===== src/rtl/rol_pkg.sv =====
// Shared constants for the serial rotate-left unit.
// Holds the FSM state encoding and the [N,Z,C,V] flag bit positions.
package rol_pkg;

    localparam logic [1:0] ST_IDLE = 2'd0;
    localparam logic [1:0] ST_ROT  = 2'd1;
    localparam logic [1:0] ST_FIN  = 2'd2;

    localparam int N_IDX = 3;
    localparam int Z_IDX = 2;
    localparam int C_IDX = 1;
    localparam int V_IDX = 0;

endpackage


===== src/rtl/rol_flag_gen.sv =====
// Combinational flag generator for the rotate unit.
// Ports: result, rotated (k!=0), s (update enable), flag_in/flag_out [N,Z,C,V].
module rol_flag_gen
    import rol_pkg::*;
#(
    parameter int DATA_W = 32
) (
    input  logic [DATA_W-1:0] result,
    input  logic              rotated,
    input  logic              s,
    input  logic [3:0]        flag_in,
    output logic [3:0]        flag_out
);

    always_comb begin
        flag_out = flag_in;
        if (s) begin
            flag_out[N_IDX] = result[DATA_W-1];
            flag_out[Z_IDX] = (result == '0);
            // A zero-amount rotate carries nothing out, so C is kept.
            if (rotated) begin
                flag_out[C_IDX] = result[0];
            end
        end
    end

endmodule


===== src/rtl/rol_serial.sv =====
// Serial rotate-left: one bit position per cycle, then a done pulse.
// Ports: clk, rst, start, In1/In2 operands, S/Flag flag control;
//        busy, done, Result, New_Flag outputs.
module rol_serial
    import rol_pkg::*;
#(
    parameter int DATA_W = 32,
    parameter int AMT_W  = 4
) (
    input  logic              clk,
    input  logic              rst,
    input  logic              start,
    input  logic [DATA_W-1:0] In1,
    input  logic [AMT_W-1:0]  In2,
    input  logic              S,
    input  logic [3:0]        Flag,
    output logic              busy,
    output logic              done,
    output logic [DATA_W-1:0] Result,
    output logic [3:0]        New_Flag
);

    logic [1:0]        state;
    logic [AMT_W-1:0]  cnt;
    logic [AMT_W-1:0]  amt_q;
    logic [DATA_W-1:0] work;
    logic              s_q;
    logic [3:0]        flag_q;
    logic [3:0]        flag_nxt;

    rol_flag_gen #(
        .DATA_W (DATA_W)
    ) u_flag_gen (
        .result   (work),
        .rotated  (amt_q != '0),
        .s        (s_q),
        .flag_in  (flag_q),
        .flag_out (flag_nxt)
    );

    assign busy = (state != ST_IDLE);

    always_ff @(posedge clk) begin
        if (rst) begin
            state    <= ST_IDLE;
            cnt      <= '0;
            amt_q    <= '0;
            work     <= '0;
            s_q      <= 1'b0;
            flag_q   <= 4'b0000;
            done     <= 1'b0;
            Result   <= '0;
            New_Flag <= 4'b0000;
        end else begin
            done <= 1'b0;
            unique case (state)
                ST_IDLE: begin
                    if (start) begin
                        work   <= In1;
                        cnt    <= In2;
                        amt_q  <= In2;
                        s_q    <= S;
                        flag_q <= Flag;
                        state  <= (In2 != '0) ? ST_ROT : ST_FIN;
                    end
                end
                ST_ROT: begin
                    work <= {work[DATA_W-2:0], work[DATA_W-1]};
                    cnt  <= cnt - 1'b1;
                    if (cnt == AMT_W'(1)) begin
                        state <= ST_FIN;
                    end
                end
                ST_FIN: begin
                    done     <= 1'b1;
                    Result   <= work;
                    New_Flag <= flag_nxt;
                    state    <= ST_IDLE;
                end
                default: begin
                    state <= ST_IDLE;
                end
            endcase
        end
    end

endmodule

===== config.mk =====
export PLATFORM = sky130hd
export DESIGN_NAME = rol_serial
export DESIGN_NICKNAME = d
export VERILOG_FILES = /design/src/rtl/rol_pkg.sv /design/src/rtl/rol_flag_gen.sv /design/src/rtl/rol_serial.sv
export SDC_FILE = /design/constraint.sdc
export NUM_CORES = 1
export LEC_CHECK = 0
export CAP_MARGIN = 20
export CORE_AREA = 3 3 95 97
export DETAILED_ROUTE_END_ITERATION = 16
export DIE_AREA = 0 0 98 100
export GPL_TIMING_DRIVEN = 0
export HOLD_SLACK_MARGIN = 0.12
export PLACE_DENSITY = 0.73
export SLEW_MARGIN = 20
export SYNTH_ARGS = -nofsm -noshare
export SYNTH_HDL_FRONTEND = slang
export SYNTH_HIERARCHICAL = 1
export SYNTH_SLANG_ARGS = --single-unit

===== constraint.sdc =====
create_clock -name clk -period 1.37 [get_ports clk]
set_input_delay 0.2055 -clock clk [delete_from_list [all_inputs] [get_ports clk]]
set_output_delay 0.2055 -clock clk [all_outputs]
set_load 0.1 [all_outputs]

Word-level counts from Yosys, hierarchy flattened. Cells that the tools add are included.

Logic and storage cells: 35. Input bits: 44. Output and inout port bits: 38. Flip-flop bits (word level): 84.

Eq/ne operators: 5. Muxes and demuxes: 11. $add $sub $neg: 1. Reductions and logical operators: 9.

Operator list (number): $pmux 32 s2 (1); $logic_not 32->1 (1); $mux 32 (1); $pmux 4 s2 (1); $reduce_bool 4->1 (2); $mux 2 (3); $reduce_and 2->1 (3); $eq 4x1->1 const B (1); $mux 4 (1); $ne 2x2->1 const B (2); $pmux 2 s2 (1); $reduce_bool 2->1 (2); $sub 4x1->4 const B (1); $mux 3 (1); $eq 2x1->1 const B (1); $eq 2x2->1 const B (1); $logic_not 2->1 (1); $mux 1 (2).

Logic depth before layout (Yosys ltp). Gate-level depths: netlist of the first run.

Depth in word-level cells: 4. Gate-level depth with buffers: 6.

By module. The synthesis of the first run kept the hierarchy.

Modules (own cells, without submodules): rol_serial (area an instance 3507.1 um^2, times used 1, cells an instance 420); rol_flag_gen (area an instance 142.6 um^2, times used 1, cells an instance 17).

Worst setup path before layout of the first run. OpenSTA, ideal clock, no wires.

Path type: reg2reg. Start point: register amt_q[3]. End point: register New_Flag[1]. Setup time: 0.132 ns. Data required time: 1.238 ns. Data arrival time: 1.275 ns. Setup slack: -0.038 ns. Cell stages (with the launch flop): 6. Cells stage by stage: dfxtp_1 -> or4_1 -> nand2_1 -> mux2_2 -> nand2_1 -> a21oi_1.

Cells in the longest elaborated chain, start to end: 3.

RTL lines: from (decl) (line rol_serial.sv:25) `logic [AMT_W-1:0] amt_q;`; from (signal assigned) (line rol_serial.sv:61) `amt_q <= In2;`; $reduce_bool 4->1 (line rol_serial.sv:35) `.rotated (amt_q != '0),`; $mux 1 (line rol_flag_gen.sv:21) `if (rotated) begin`; $mux 3 (line rol_flag_gen.sv:17) `if (s) begin`; net flag_nxt[1] (line rol_serial.sv:29) `logic [3:0] flag_nxt;`; to (signal assigned) (line rol_serial.sv:77) `New_Flag <= flag_nxt;`; to (decl) (line rol_serial.sv:20) `output logic [3:0] New_Flag`.

The timed path passes the listed nets, and every way through them passes these cells. A chain may end at the register's enable or synchronous reset.

Worst setup path in the final report of the first run.
Start point: register amt_q[2]. End point: register New_Flag[1].

The elaborated chain is that of the path after synthesis.

==> results.ini, run 1 <==
[min_path]
hold_class = in -> reg

[power]
p_sw_mw = 1.947
combPwrFrac_pct = 25.1
p_leak_nw = 1.912
powerDensity_nw_per_um2 = 1224
clkPwrFrac_pct = 26.4
swShare_pct = 32.88
cell_internal_pwr_mw = 3.973
seqPwrFrac_pct = 48.5
peakVddDrop_v = 0.0005936

[global_route]
grt_pass1_wl_mm = 15.81
grt_pass1_vias = 3291
track_usage_pct = 19.96
grt_antenna_before_repair = 0
grt_max_degree = 14
overflow = 0

[layout]
fin_cells = 644
final_common_cell = nand2_1
diodes = 0
fin_area_um2 = 4838
mostFrequentLayoutCells = 123 x nand2_1, 80 x a21oi_1, 70 x dfxtp_1
final_nets = 580
finish.utilization_pct = 58.89
area_growth_syn_to_layout_pct = 32.57
fill_cells = 726
drive_gt1_share_pct = 30.06

[run_status]
violations = negative setup slack
outcome = complete, but fails checks

[sta]
period_share_pct = 107.8
min_period_ns = 1.477
finalHoldViolations = 0
grt_setup_unrepaired = true
worst_pin_slew_ns = 0.7139
finalSetupViolations = 2
max_freq_mhz = 676.9
slew_viol_final = 0
fin_skew_ns = 0.004062
worst_slack_ns = -0.1073
fin_setup_tns_ns = -0.2077
relSlewSlack_pct = 52.41

[synthesis]
ys_warn_count = 6
synth_fp_nets = 483
yosysSeqAreaShare_pct = 46.07
ys_seq_elements = 84
ys_types = 34
avgSynthCellArea_um2 = 8.352
netlist_area_um2 = 3650
netlist_instances = 437

[critical_path]
cp.required_ns = 1.59
cp_cell_sequence = or4_4 -> nand2_2 -> mux2_4 -> nand2_1 -> a21oi_1
cp-end-kind = flip-flop
cpLargestDelayFamily = simple AND/OR/NAND/NOR gates
worstPathArrival_ns = 1.70
critPathKind = reg -> reg
critPathBufInv = 0
cp_slowest_cell = or4_4
slowest_delay_ns = 0.54
critPathLaunchType = flip-flop
cp_max_fo = 2

[cts]
clk_pin_slew_ns = 0.08
cts_sinks = 84
cts_tree = yes
cts_root_buffer = clkbuf_8
cts.path.max_buffers = 2
clock_latency_ns = 0.35
cts_inserted_buffers = 9
cts.htree.levels = 3

[floorplan]
dieWidth_um = 98
core_um2 = 8217
die_area_um2 = 9800
start_util_pct = 44.42
placementRows = 33
chipHeight_um = 100
ios = 82

[drt]
drt-pass1-iter-count = 4
final_antenna_net_count = 0
drt_first_iter_violations = 142
drc = 0
dr_total_vias = 3430
wl_mm = 9.908
post_drt_wl_per_cell_um = 15.39
routed_via_density = 5.326

[placed_design]
dpl_cell_area_um2 = 4586
port_buffers = 80
placed_cells = 622
dp_hpwl_mm = 7.005
gp_congestion = 0.8241

[flow_run]
max_cap_violations = 0

[area by class of cell]
| type | instances | area (um2) | share of cell area (%) |
|---|---|---|---|
| multi-input cells | 314 | 1876 | 38.76 |
| flip-flops and latches | 84 | 1702 | 35.17 |
| repair buffers | 86 | 674.4 | 13.94 |
| plain buffers | 35 | 271.5 | 5.612 |
| clock buffers | 11 | 141.4 | 2.922 |
| well taps | 105 | 131.4 | 2.715 |
| clock inverters | 5 | 27.53 | 0.5689 |
| inverters | 4 | 15.01 | 0.3103 |
[layer usage]
metal	track usage [%]	routed length, um	vias up
met1	25.01	4222	1619
li1	-	-	1681
met2	33.87	4924	107
met3	3.753	547	23
met4	8.307	214	0
met5	0	0	-
[cells by family (layout without fill, tap and decap cells)]
group                    after synthesis  in the layout  synth area share [%]
AND/OR/NAND/NOR                      186            186                 22.32
AO/OA/AOI/OAI                        124            124                 24.51
flip-flops                            84             84                 46.07
buffers and inverters                 39            141                 5.794
adder cells (fa/ha/maj)                2              2                0.6855
multiplexers                           2              2                0.6170
[worst paths after layout]
| kind | from | endpoint | slack [ns] | depth (start not counted) |
|---|---|---|---|---|
| worst max-delay path | amt_q[2] | New_Flag[1] | -0.11 | 5 |
| worst min-delay path | rst | work[31] | 0.35 | 2 |
| worst max register to register | amt_q[2] | New_Flag[1] | -0.11 | 5 |
| worst min register to register | Result[3] | Result[3] | 0.45 | 2 |
[worst register-to-register path: cells and delay by family, from the launching register on]
kind               cells  cell delay (ns)
DFF                    1             0.32
and+or+nand+nor        3             0.69
muxes                  1             0.29
AOI/OAI and AO/OA      1             0.05
[synthesized netlist by cell type]
| cell type | instances | share of area [%] |
|---|---|---|
| o211ai_2 | 1 | 0.34 |
| nand2b_1 | 4 | 0.69 |
| nor4_4 | 1 | 0.58 |
| nor2b_1 | 2 | 0.34 |
| buf_6 | 1 | 0.31 |
| o211ai_1 | 1 | 0.21 |
| or4_1 | 1 | 0.21 |
| or3_1 | 4 | 0.69 |
| buf_1 | 1 | 0.10 |
| mux2_2 | 2 | 0.62 |
| nor2_1 | 36 | 3.7 |
| dfxtp_1 | 84 | 46 |
| buf_4 | 10 | 2.1 |
| ha_1 | 2 | 0.69 |
| nand2_1 | 124 | 13 |
| a21o_1 | 1 | 0.21 |
| inv_1 | 4 | 0.41 |
| nor4b_2 | 2 | 0.82 |
| or2_2 | 1 | 0.17 |
| o311a_1 | 1 | 0.27 |
| o21bai_4 | 1 | 0.51 |
| o21ba_4 | 1 | 0.45 |
| a21oi_1 | 81 | 11 |
| a211oi_2 | 27 | 9.3 |
| nand4_1 | 2 | 0.34 |
| buf_2 | 16 | 2.2 |
| a211o_1 | 1 | 0.24 |
| a211oi_1 | 6 | 1.2 |
| a31oi_1 | 2 | 0.34 |
| nor3b_4 | 1 | 0.51 |
| clkbuf_1 | 7 | 0.72 |
| or3b_1 | 2 | 0.48 |
| o31ai_2 | 1 | 0.34 |
| nor4_1 | 6 | 1.0 |
[metrics by stage]
stage                     hold slack (ns)  worst slack (ns)  power [mW]
after floorplan                    0.3415          -0.01463       3.787
after global placement             0.4409           -0.6137       4.160
after detailed placement           0.4482           -0.6515       4.200
after CTS                          0.3417           -0.1055       5.793
after global routing               0.3750           -0.1298       6.171
final                              0.3510           -0.1073       5.920
[flip-flops by register name, summed over array words and instances, names as in the netlist]
register	cells
New_Flag	4
Result	32
amt_q	4
cnt	4
done	1
flag_q	4
s_q	1
state	2
work	32
[power by group through the flow]
stage	sequential (mW)	combinational [mW]	clock, mW
after floorplan	2.96	0.823	0
final	2.87	1.49	1.56
after CTS	2.84	1.38	1.57
after global placement	2.86	1.30	0
after global routing	2.89	1.61	1.67
after detailed placement	2.87	1.33	0
[repair_timing]
item,4_1_cts,5_1_grt
pin swaps,7,8
hold buffers,0,0
gates resized for setup,213,57
buffers inserted,3,3
endpoints found under the setup margin,43,62
Power figures use the tool's default switching activity.
==> run 2: changes to the inputs <==
--- a/config.mk
+++ b/config.mk
@@ -12,6 +12,7 @@
 export GPL_TIMING_DRIVEN = 0
 export HOLD_SLACK_MARGIN = 0.12
 export PLACE_DENSITY = 0.73
+export REMOVE_ABC_BUFFERS = 1
 export SLEW_MARGIN = 20
 export SYNTH_ARGS = -nofsm -noshare
 export SYNTH_HDL_FRONTEND = slang
==> results.ini, run 2 (same netlist as run 1, synthesis figures left out) <==
[critical_path]
cp_max_fo = 2  ; unchanged
critPathKind = reg -> reg  ; unchanged
critPathLaunchType = flip-flop  ; unchanged
cp.required_ns = 1.60  ; was 1.59 ns
worstPathArrival_ns = 1.67  ; was 1.70 ns
cp-end-kind = flip-flop  ; unchanged

[min_path]
hold_class = in -> reg  ; unchanged

[floorplan]
core_um2 = 8217  ; unchanged
start_util_pct = 44.42  ; unchanged
placementRows = 33  ; unchanged
ios = 82  ; unchanged
chipHeight_um = 100  ; unchanged
die_area_um2 = 9800  ; unchanged
dieWidth_um = 98  ; unchanged

[cts]
cts_sinks = 84  ; unchanged
clk_pin_slew_ns = 0.08  ; about the same
cts.htree.levels = 3  ; unchanged
cts_root_buffer = clkbuf_8  ; unchanged
clock_latency_ns = 0.35  ; about the same
cts.path.max_buffers = 2  ; unchanged
cts_inserted_buffers = 9  ; unchanged
cts_tree = yes  ; unchanged

[power]
combPwrFrac_pct = 26.5  ; was 25.1%
peakVddDrop_v = 0.0007044  ; was 0.0005936 V
cell_internal_pwr_mw = 3.937  ; was 3.973 mW
swShare_pct = 33.09  ; was 32.88%
clkPwrFrac_pct = 25.6  ; was 26.4%
seqPwrFrac_pct = 47.9  ; was 48.5%
power_mw = 5.884  ; was 5.920 mW
p_leak_nw = 1.939  ; was 1.912 nW
p_sw_mw = 1.947  ; about the same
powerDensity_nw_per_um2 = 1202  ; was 1224 nW/um2

[sta]
min_period_ns = 1.441  ; was 1.477 ns
slew_viol_final = 0  ; unchanged
fin_skew_ns = 0.006873  ; was 0.004062 ns
finalSetupViolations = 2  ; unchanged
worst_slack_ns = -0.07113  ; was -0.1073 ns
max_freq_mhz = 693.9  ; was 676.9 MHz
grt_setup_unrepaired = true  ; unchanged
finalHoldViolations = 0  ; unchanged
worst_pin_slew_ns = 0.5054  ; was 0.7139 ns
period_share_pct = 105.2  ; was 107.8%
relSlewSlack_pct = 66.54  ; was 52.41%
fin_hold_ws_ns = 0.2568  ; was 0.3510 ns

[placed_design]
port_buffers = 81  ; was 80
placed_cells = 592  ; was 622
dpl_cell_area_um2 = 4523  ; was 4586 um2
dp_hpwl_mm = 5.920  ; was 7.005 mm
gp_congestion = 0.7867  ; was 0.8241

[drt]
final_antenna_net_count = 0  ; unchanged
drc = 0  ; unchanged
dr_total_vias = 3404  ; was 3430
post_drt_wl_per_cell_um = 15.75  ; was 15.39 um
drt-pass1-iter-count = 4  ; unchanged
drt_first_iter_violations = 159  ; was 142
routed_via_density = 5.361  ; was 5.326
wl_mm = 10.00  ; was 9.908 mm

[layout]
diodes = 0  ; unchanged
fin_cells = 635  ; was 644
fin_area_um2 = 4896  ; was 4838 um2
mostFrequentLayoutCells = 122 x nand2_1, 78 x dfxtp_1, 77 x a21oi_1  ; was 123 x nand2_1, 80 x a21oi_1, 70 x dfxtp_1
top_regs = Result (32), work (32)  ; unchanged
final_common_cell = nand2_1  ; unchanged
drive_gt1_share_pct = 27.55  ; was 30.06%
finish.utilization_pct = 59.59  ; was 58.89%
area_growth_syn_to_layout_pct = 34.14  ; was 32.57%
final_nets = 572  ; was 580

[global_route]
overflow = 0  ; unchanged
grt_max_degree = 55  ; was 14
track_usage_pct = 19.92  ; was 19.96%
grt_pass1_vias = 3259  ; was 3291
grt_pass1_wl_mm = 15.88  ; was 15.81 mm
grt_antenna_before_repair = 0  ; unchanged

[flow_run]
max_cap_violations = 0  ; unchanged

[run_status]
outcome = complete, but fails checks  ; unchanged
violations = negative setup slack  ; unchanged

[run 2: cell count changes in the layout (fill, tap and decap cells not counted), sizes merged]
| cell | before | now |
|---|---|---|
| buf | 63 | 64 |
| clkbuf | 27 | 13 |
| clkinv | 4 | 3 |
| clkinvlp | 1 | 2 |
| dlygate4sd2 | 1 | 0 |
| nor2b | 2 | 3 |
| o21ba | 1 | 3 |
| o21bai | 1 | 3 |
[run 2: repair_timing]
action | CTS | global route
setup endpoints to repair | 121 | 53
gates resized for setup | 209 | 26
setup buffers | 15 | 8
hold buffers | 0 | 0
gates cloned | 3 | 2
pin swaps | 5 | 11
[run 2: area by class of cell]
cell class,count,area [um2]
fillers,741,3321
multi-input cells,319,1929
flip-flops and latches,84,1694
repair buffers,108,968.4
well taps,105,131.4
clock buffers,10,127.6
clock inverters,5,30.03
inverters,4,15.01
[run 2: path summary, 6_finish.rpt]
kind / start / end / slack (ns) / cells after the start
max: amt_q[2] / New_Flag[1] / -0.07 / 5
min: rst / New_Flag[1] / 0.26 / 2
min reg2reg: Result[5] / Result[5] / 0.45 / 2
max reg2reg: amt_q[2] / New_Flag[1] / -0.07 / 5
[run 2: per-stage QoR]
step	TNS [ns]	setup slack, ns
6_report	-0.08093	-0.07113
2_1_floorplan	-54.85	-0.8684
4_1_cts	-0.1704	-0.08731
3_3_place_gp	-181.49	-2.183
5_1_grt	-0.2669	-0.1212
3_5_place_dp	-45.33	-0.8478
[run 2: layer usage]
| metal | vias up | global-route usage (%) | routed length, um |
|---|---|---|---|
| li1 | 1684 | - | - |
| met1 | 1599 | 26.57 | 4521 |
| met2 | 108 | 32.77 | 4801 |
| met3 | 13 | 3.544 | 541 |
| met4 | 0 | 6.709 | 137 |
| met5 | - | 0 | 0 |
[run 2: power by group through the flow]
stage / combinational (mW) / clock (mW) / sequential (mW)
2_1_floorplan: 0.689 / 0 / 2.98
3_3_place_gp: 1.22 / 0 / 2.86
3_5_place_dp: 1.29 / 0 / 2.87
4_1_cts: 1.43 / 1.53 / 2.81
5_1_grt: 1.68 / 1.63 / 2.85
6_report: 1.56 / 1.51 / 2.82
[run 2: critical path: stages (launching register included)]
cell	delay, ns
dfxtp_2	0.32
or4_4	0.52
nand2_2	0.08
mux2_4	0.30
nand2_2	0.06
a21oi_2	0.04
